==> config.mk <==
export PLATFORM = sky130hd
export DESIGN_NAME = mulu
export DESIGN_NICKNAME = d
export VERILOG_FILES = /design/src/rtl/mulu_pkg.sv /design/src/rtl/mulu.sv
export SDC_FILE = /design/constraint.sdc
export NUM_CORES = 1
export LEC_CHECK = 0
export CAP_MARGIN = 20
export CORE_MARGIN = 3
export CORE_UTILIZATION = 54
export DETAILED_ROUTE_END_ITERATION = 10
export PLACE_DENSITY = 0.79
export SLEW_MARGIN = 20
export SYNTH_ARGS = -nofsm -noshare
export SYNTH_HDL_FRONTEND = slang
export SYNTH_SLANG_ARGS = --single-unit
==> constraint.sdc <==
create_clock -name clk -period 3.58 [get_ports clk]
set_input_delay 0.716 -clock clk [delete_from_list [all_inputs] [get_ports clk]]
set_output_delay 0.716 -clock clk [all_outputs]
set_load 0.02 [all_outputs]
==> src/rtl/mulu_pkg.sv <==
// Shared fixed-point package: controller state encoding and default Q-format
// geometry used by the arithmetic units.
package mulu_pkg;

  localparam int DEF_WIDTH = 8;
  localparam int DEF_FBITS = 4;

  typedef enum logic [0:0] {
    IDLE = 1'b0,
    RUN  = 1'b1
  } mulu_state_e;

endpackage

==> src/rtl/mulu.sv <==
// Unsigned fixed-point sequential multiplier: one shift-add step per clock,
// LSB-first over the latched multiplier, with saturating truncated result.
module mulu
  import mulu_pkg::*;
#(
  parameter int WIDTH = DEF_WIDTH,
  parameter int FBITS = DEF_FBITS
) (
  input  logic             clk,
  input  logic             rst,
  input  logic             start,
  input  logic [WIDTH-1:0] a,
  input  logic [WIDTH-1:0] b,
  output logic             busy,
  output logic             done,
  output logic             valid,
  output logic             ovf,
  output logic [WIDTH-1:0] val
);

  localparam int IW = $clog2(WIDTH);
  localparam int CW = IW + 1;
  localparam logic [CW-1:0] LAST_CNT = CW'(WIDTH - 1);
  localparam logic [CW-1:0] CNT_ONE  = CW'(1);

  mulu_state_e        state_r;
  logic [WIDTH-1:0]   a_r;
  logic [WIDTH-1:0]   b_r;
  logic [2*WIDTH-1:0] acc_r;
  logic [CW-1:0]      cnt_r;
  logic               busy_r;
  logic               done_r;
  logic               valid_r;
  logic               ovf_r;
  logic [WIDTH-1:0]   val_r;

  logic [WIDTH:0]     addend_s;
  logic [WIDTH:0]     sum_s;
  logic [WIDTH-1:0]   lo_s;
  logic [2*WIDTH-1:0] acc_next_s;
  logic               ovf_s;
  logic [WIDTH-1:0]   res_s;

  // One shift-add step plus the saturated result view of the stepped accumulator.
  always_comb begin
    addend_s = {(WIDTH + 1){1'b0}};
    if (b_r[cnt_r[IW-1:0]]) begin
      addend_s = {1'b0, a_r};
    end else begin
      addend_s = {(WIDTH + 1){1'b0}};
    end
    sum_s = {1'b0, acc_r[2*WIDTH-1:WIDTH]} + addend_s;
    lo_s  = acc_r[WIDTH-1:0] >> 1;
    // The carry-extended sum lands one bit down; the lower half slides right under it.
    acc_next_s = {sum_s, {(WIDTH - 1){1'b0}}} | {{WIDTH{1'b0}}, lo_s};
    ovf_s = |(acc_next_s >> (WIDTH + FBITS));
    if (ovf_s) begin
      res_s = {WIDTH{1'b1}};
    end else begin
      res_s = acc_next_s[FBITS +: WIDTH];
    end
  end

  // Controller and datapath registers; every output is driven from a flop.
  always_ff @(posedge clk or posedge rst) begin
    if (rst) begin
      state_r <= IDLE;
      a_r     <= {WIDTH{1'b0}};
      b_r     <= {WIDTH{1'b0}};
      acc_r   <= {(2 * WIDTH){1'b0}};
      cnt_r   <= {CW{1'b0}};
      busy_r  <= 1'b0;
      done_r  <= 1'b0;
      valid_r <= 1'b0;
      ovf_r   <= 1'b0;
      val_r   <= {WIDTH{1'b0}};
    end else begin
      done_r <= 1'b0;
      case (state_r)
        IDLE: begin
          if (start) begin
            a_r     <= a;
            b_r     <= b;
            acc_r   <= {(2 * WIDTH){1'b0}};
            cnt_r   <= {CW{1'b0}};
            valid_r <= 1'b0;
            ovf_r   <= 1'b0;
            busy_r  <= 1'b1;
            state_r <= RUN;
          end else begin
            busy_r  <= 1'b0;
          end
        end
        RUN: begin
          acc_r <= acc_next_s;
          if (cnt_r == LAST_CNT) begin
            state_r <= IDLE;
            busy_r  <= 1'b0;
            done_r  <= 1'b1;
            valid_r <= 1'b1;
            ovf_r   <= ovf_s;
            val_r   <= res_s;
          end else begin
            cnt_r <= cnt_r + CNT_ONE;
          end
        end
        default: begin
          state_r <= IDLE;
          busy_r  <= 1'b0;
        end
      endcase
    end
  end

  assign busy  = busy_r;
  assign done  = done_r;
  assign valid = valid_r;
  assign ovf   = ovf_r;
  assign val   = val_r;

endmodule
==> impl_metrics.json <==
{
  "vias_per_cell": 5.39,
  "drc_errors": 0,
  "crit_family": "multiplexers",
  "setup_viol": 0,
  "n_fill_cell": 316,
  "numPortBuffers": 30,
  "reg2reg_from": "cnt_r[0]",
  "drt-initial-drc-count": 129,
  "max_stage_delay_ns": 0.50,
  "cts_tree": "yes",
  "io_pins": 31,
  "slew_viol_final": 0,
  "die_h_um": 70.5,
  "nNetsFinal": 304,
  "rrSetupSlack_ns": 0.25,
  "syn_inst": 241,
  "clockBufferDepth": 2,
  "hold_depth": 2,
  "reg2reg_to": "val[5]",
  "synth_cell_types": 31,
  "arrival_ns": 3.49,
  "die_w_um": 70.5,
  "yosysSeqAreaShare_pct": 49.0,
  "rows": 22,
  "crit_chain": "mux4_2 > mux2i_1 > nor2b_1 > ha_1 > fa_1 > a21o_1 > a221oi_4 > mux2i_1 > nor4_4 > buf_4 > a31oi_1",
  "worstPathRequired_ns": 3.74,
  "ys.warnings.count": 0,
  "crit_slowest_cell": "mux4_2",
  "overflow": 0,
  "relSlewSlack_pct": 40.6,
  "finalCriticalPeriod_ns": 3.33,
  "die_area_um2": 4970,
  "p_leak_uw": 0.00133,
  "tns_ns": 0,
  "ant_nets": 0,
  "min_period_over_period_pct": 92.9,
  "avgRoutedWirePerCell_um": 13.4,
  "syn_nets": 270,
  "cts_made_buffers": 5,
  "crit_type": "flip-flop to flip-flop",
  "grt_max_degree": 45,
  "hpwl_mm": 3.06,
  "wl_mm": 4.33,
  "critPathMaxFanout": 8,
  "clk_latency_ns": 0.29,
  "cts_hold_buffers": 0,
  "globalplace.congestion": 0.914,
  "n_antenna_cell": 0,
  "h-tree-depth": 2,
  "globalRouteTotalUtil_pct": 18.9,
  "cts_root_buf": "clkbuf_8",
  "crit_start": "cnt_r[0]",
  "vias": 1746,
  "syn-cell-area_um2": 2250,
  "worst_pin_slew_ns": 0.890,
  "clock_skew_ns": 0.00793,
  "area_growth_pct": 21.4,
  "maxCapViolations": 0,
  "drive_gt1_share_pct": 7.61,
  "rsz0062_at_grt": "false",
  "antenna_found_initial": 0,
  "min_to": "a_r[6]",
  "coreArea_um2": 3830,
  "final_util_pct": 71.3,
  "start_kind": "flip-flop",
  "synth_area_leaders": "dfrtp_1, nand2_1, ha_1",
  "clkTransAtPathRegs_ns": 0.09,
  "cts.sinks": 44,
  "crit_buf_inv": 1,
  "reg2reg_depth": 11,
  "synth_top_area_share_pct": 49.0,
  "hold_class": "flip-flop to flip-flop",
  "grt_pass1_wl_mm": 7.58,
  "powerDensity_nw_per_um2": 943,
  "hold_violations": 0,
  "status": "finished clean",
  "min-delay-start": "a_r[6]",
  "ys_ff_latch": 44,
  "hold-worst-slack_ns": 0.471,
  "fmax_ghz": 0.301,
  "syn_avg_cell_area_um2": 9.32,
  "drtPass1Iterations": 4,
  "crit_path_frequent_cell": "mux2i_1",
  "vdd_drop_max_mv": 0.483,
  "grt_pass1_vias": 1671,
  "cp-end-kind": "flip-flop",
  "initial_core_util_pct": 58.7,
  "yosysTopAreaCell": "dfrtp_1"
}
through the flow:
step	total power, µW	area (µm²)	std cells	setup slack [ns]
6_report	2570	2730	324	0.254
5_1_grt	2790	2730	324	0.0462
4_1_cts	2530	2710	323	0.134
3_5_place_dp	2200	2610	315	0.162
3_3_place_gp	2160	2610	315	0.295
2_1_floorplan	1820	2250	241	0.307
worst max-delay path by stage:
stage	cells past startpoint	endpoint	slack [ns]
final	11	val[5]	0.25
after global routing	11	val[5]	0.05
after CTS	10	val[7]	0.13
after detailed placement	10	val[7]	0.16
after global placement	10	val[6]	0.29
after floorplan	10	val[5]	0.31
flip-flops by register name (all words and copies together), names as in the netlist, 4 cells and up:
register	count
a_r	8
acc_r	11
b_r	8
cnt_r	4
val	8
power by group:
part | internal, µW | total [µW] | switching, µW | leakage, µW
Sequential | 718 | 855 | 137 | 0.000532
Clock | 156 | 331 | 174 | 0.0000434
Combinational | 631 | 1390 | 758 | 0.000751
layout make-up:
class	count	area, µm²	share of cell area, %
Clock buffer	6	82.6	3.03
Clock inverter	2	15.0	0.550
Inverter	5	18.8	0.688
Multi-Input combinational cell	183	1100	40.5
Sequential cell	44	1100	40.4
Tap cell	48	60.1	2.20
Timing Repair Buffer	36	345	12.7
Yosys cell counts:
cell type / n
fa_1: 1
nand3_1: 8
nor2_1: 16
mux2i_1: 6
or3b_2: 1
and3_1: 2
a21oi_1: 9
nor3_1: 2
inv_1: 5
nor3b_1: 2
ha_1: 9
o21ai_1: 2
a221oi_2: 1
nor4_4: 1
or4_1: 1
o21ai_0: 11
nor2b_1: 12
o311a_1: 1
a2111oi_0: 1
xnor2_1: 3
dfrtp_1: 44
mux2_4: 1
nand2_1: 66
a21o_1: 6
mux4_2: 2
a31oi_1: 3
nand2b_1: 13
o2111ai_1: 1
xor2_1: 1
a221o_1: 1
clkbuf_1: 9
worst min-delay path, cell delays in order, from the launching register on:
cell	delay (ns)
dfrtp_1	0.34
nand2_1	0.05
nand2_1	0.05
kinds of logic after synthesis:
| kind of cell | synth area share [%] |
|---|---|
| AOI/OAI and AO/OA | 10.1 |
| xor gates and xnor gates | 1.56 |
| adders and majority gates | 5.90 |
| buffers and inverters | 2.34 |
| DFF | 49.0 |
| muxes | 5.34 |
| and+or+nand+nor | 25.8 |
what timing repair did:
| action | CTS | global route |
|---|---|---|
| setup buffers | 0 | 1 |
| resized for setup | 0 | 2 |
| endpoints found under the setup margin | 0 | 9 |
per-layer routing:
layer | share of wire (%) | track usage, %
met1 | 48 | 25.4
met2 | 46 | 30.5
met3 | 5.0 | 3.74
met4 | 1.3 | 6.60
met5 | 0 | 0
cell usage in the layout, fill, tap and decap left out, types with 2 or more instances in the layout:
cell type        instances
nor2b_1                 12
xnor2_1                  3
nor3b_1                  2
a21o_1                   6
buf_4                    6
and3_1                   2
nand2_1                 66
nand2b_1                13
dfrtp_1                 43
inv_1                    5
clkbuf_8                 6
mux2i_1                  6
nand3_1                  8
nor2_1                  16
o21ai_0                 11
ha_1                     9
nor3_1                   2
clkdlybuf4s50_1         30
clkinvlp_4               2
mux4_2                   2
a21oi_1                  9
o21ai_1                  2
a31oi_1                  3
No activity file was read; power rests on OpenSTA's default activity.
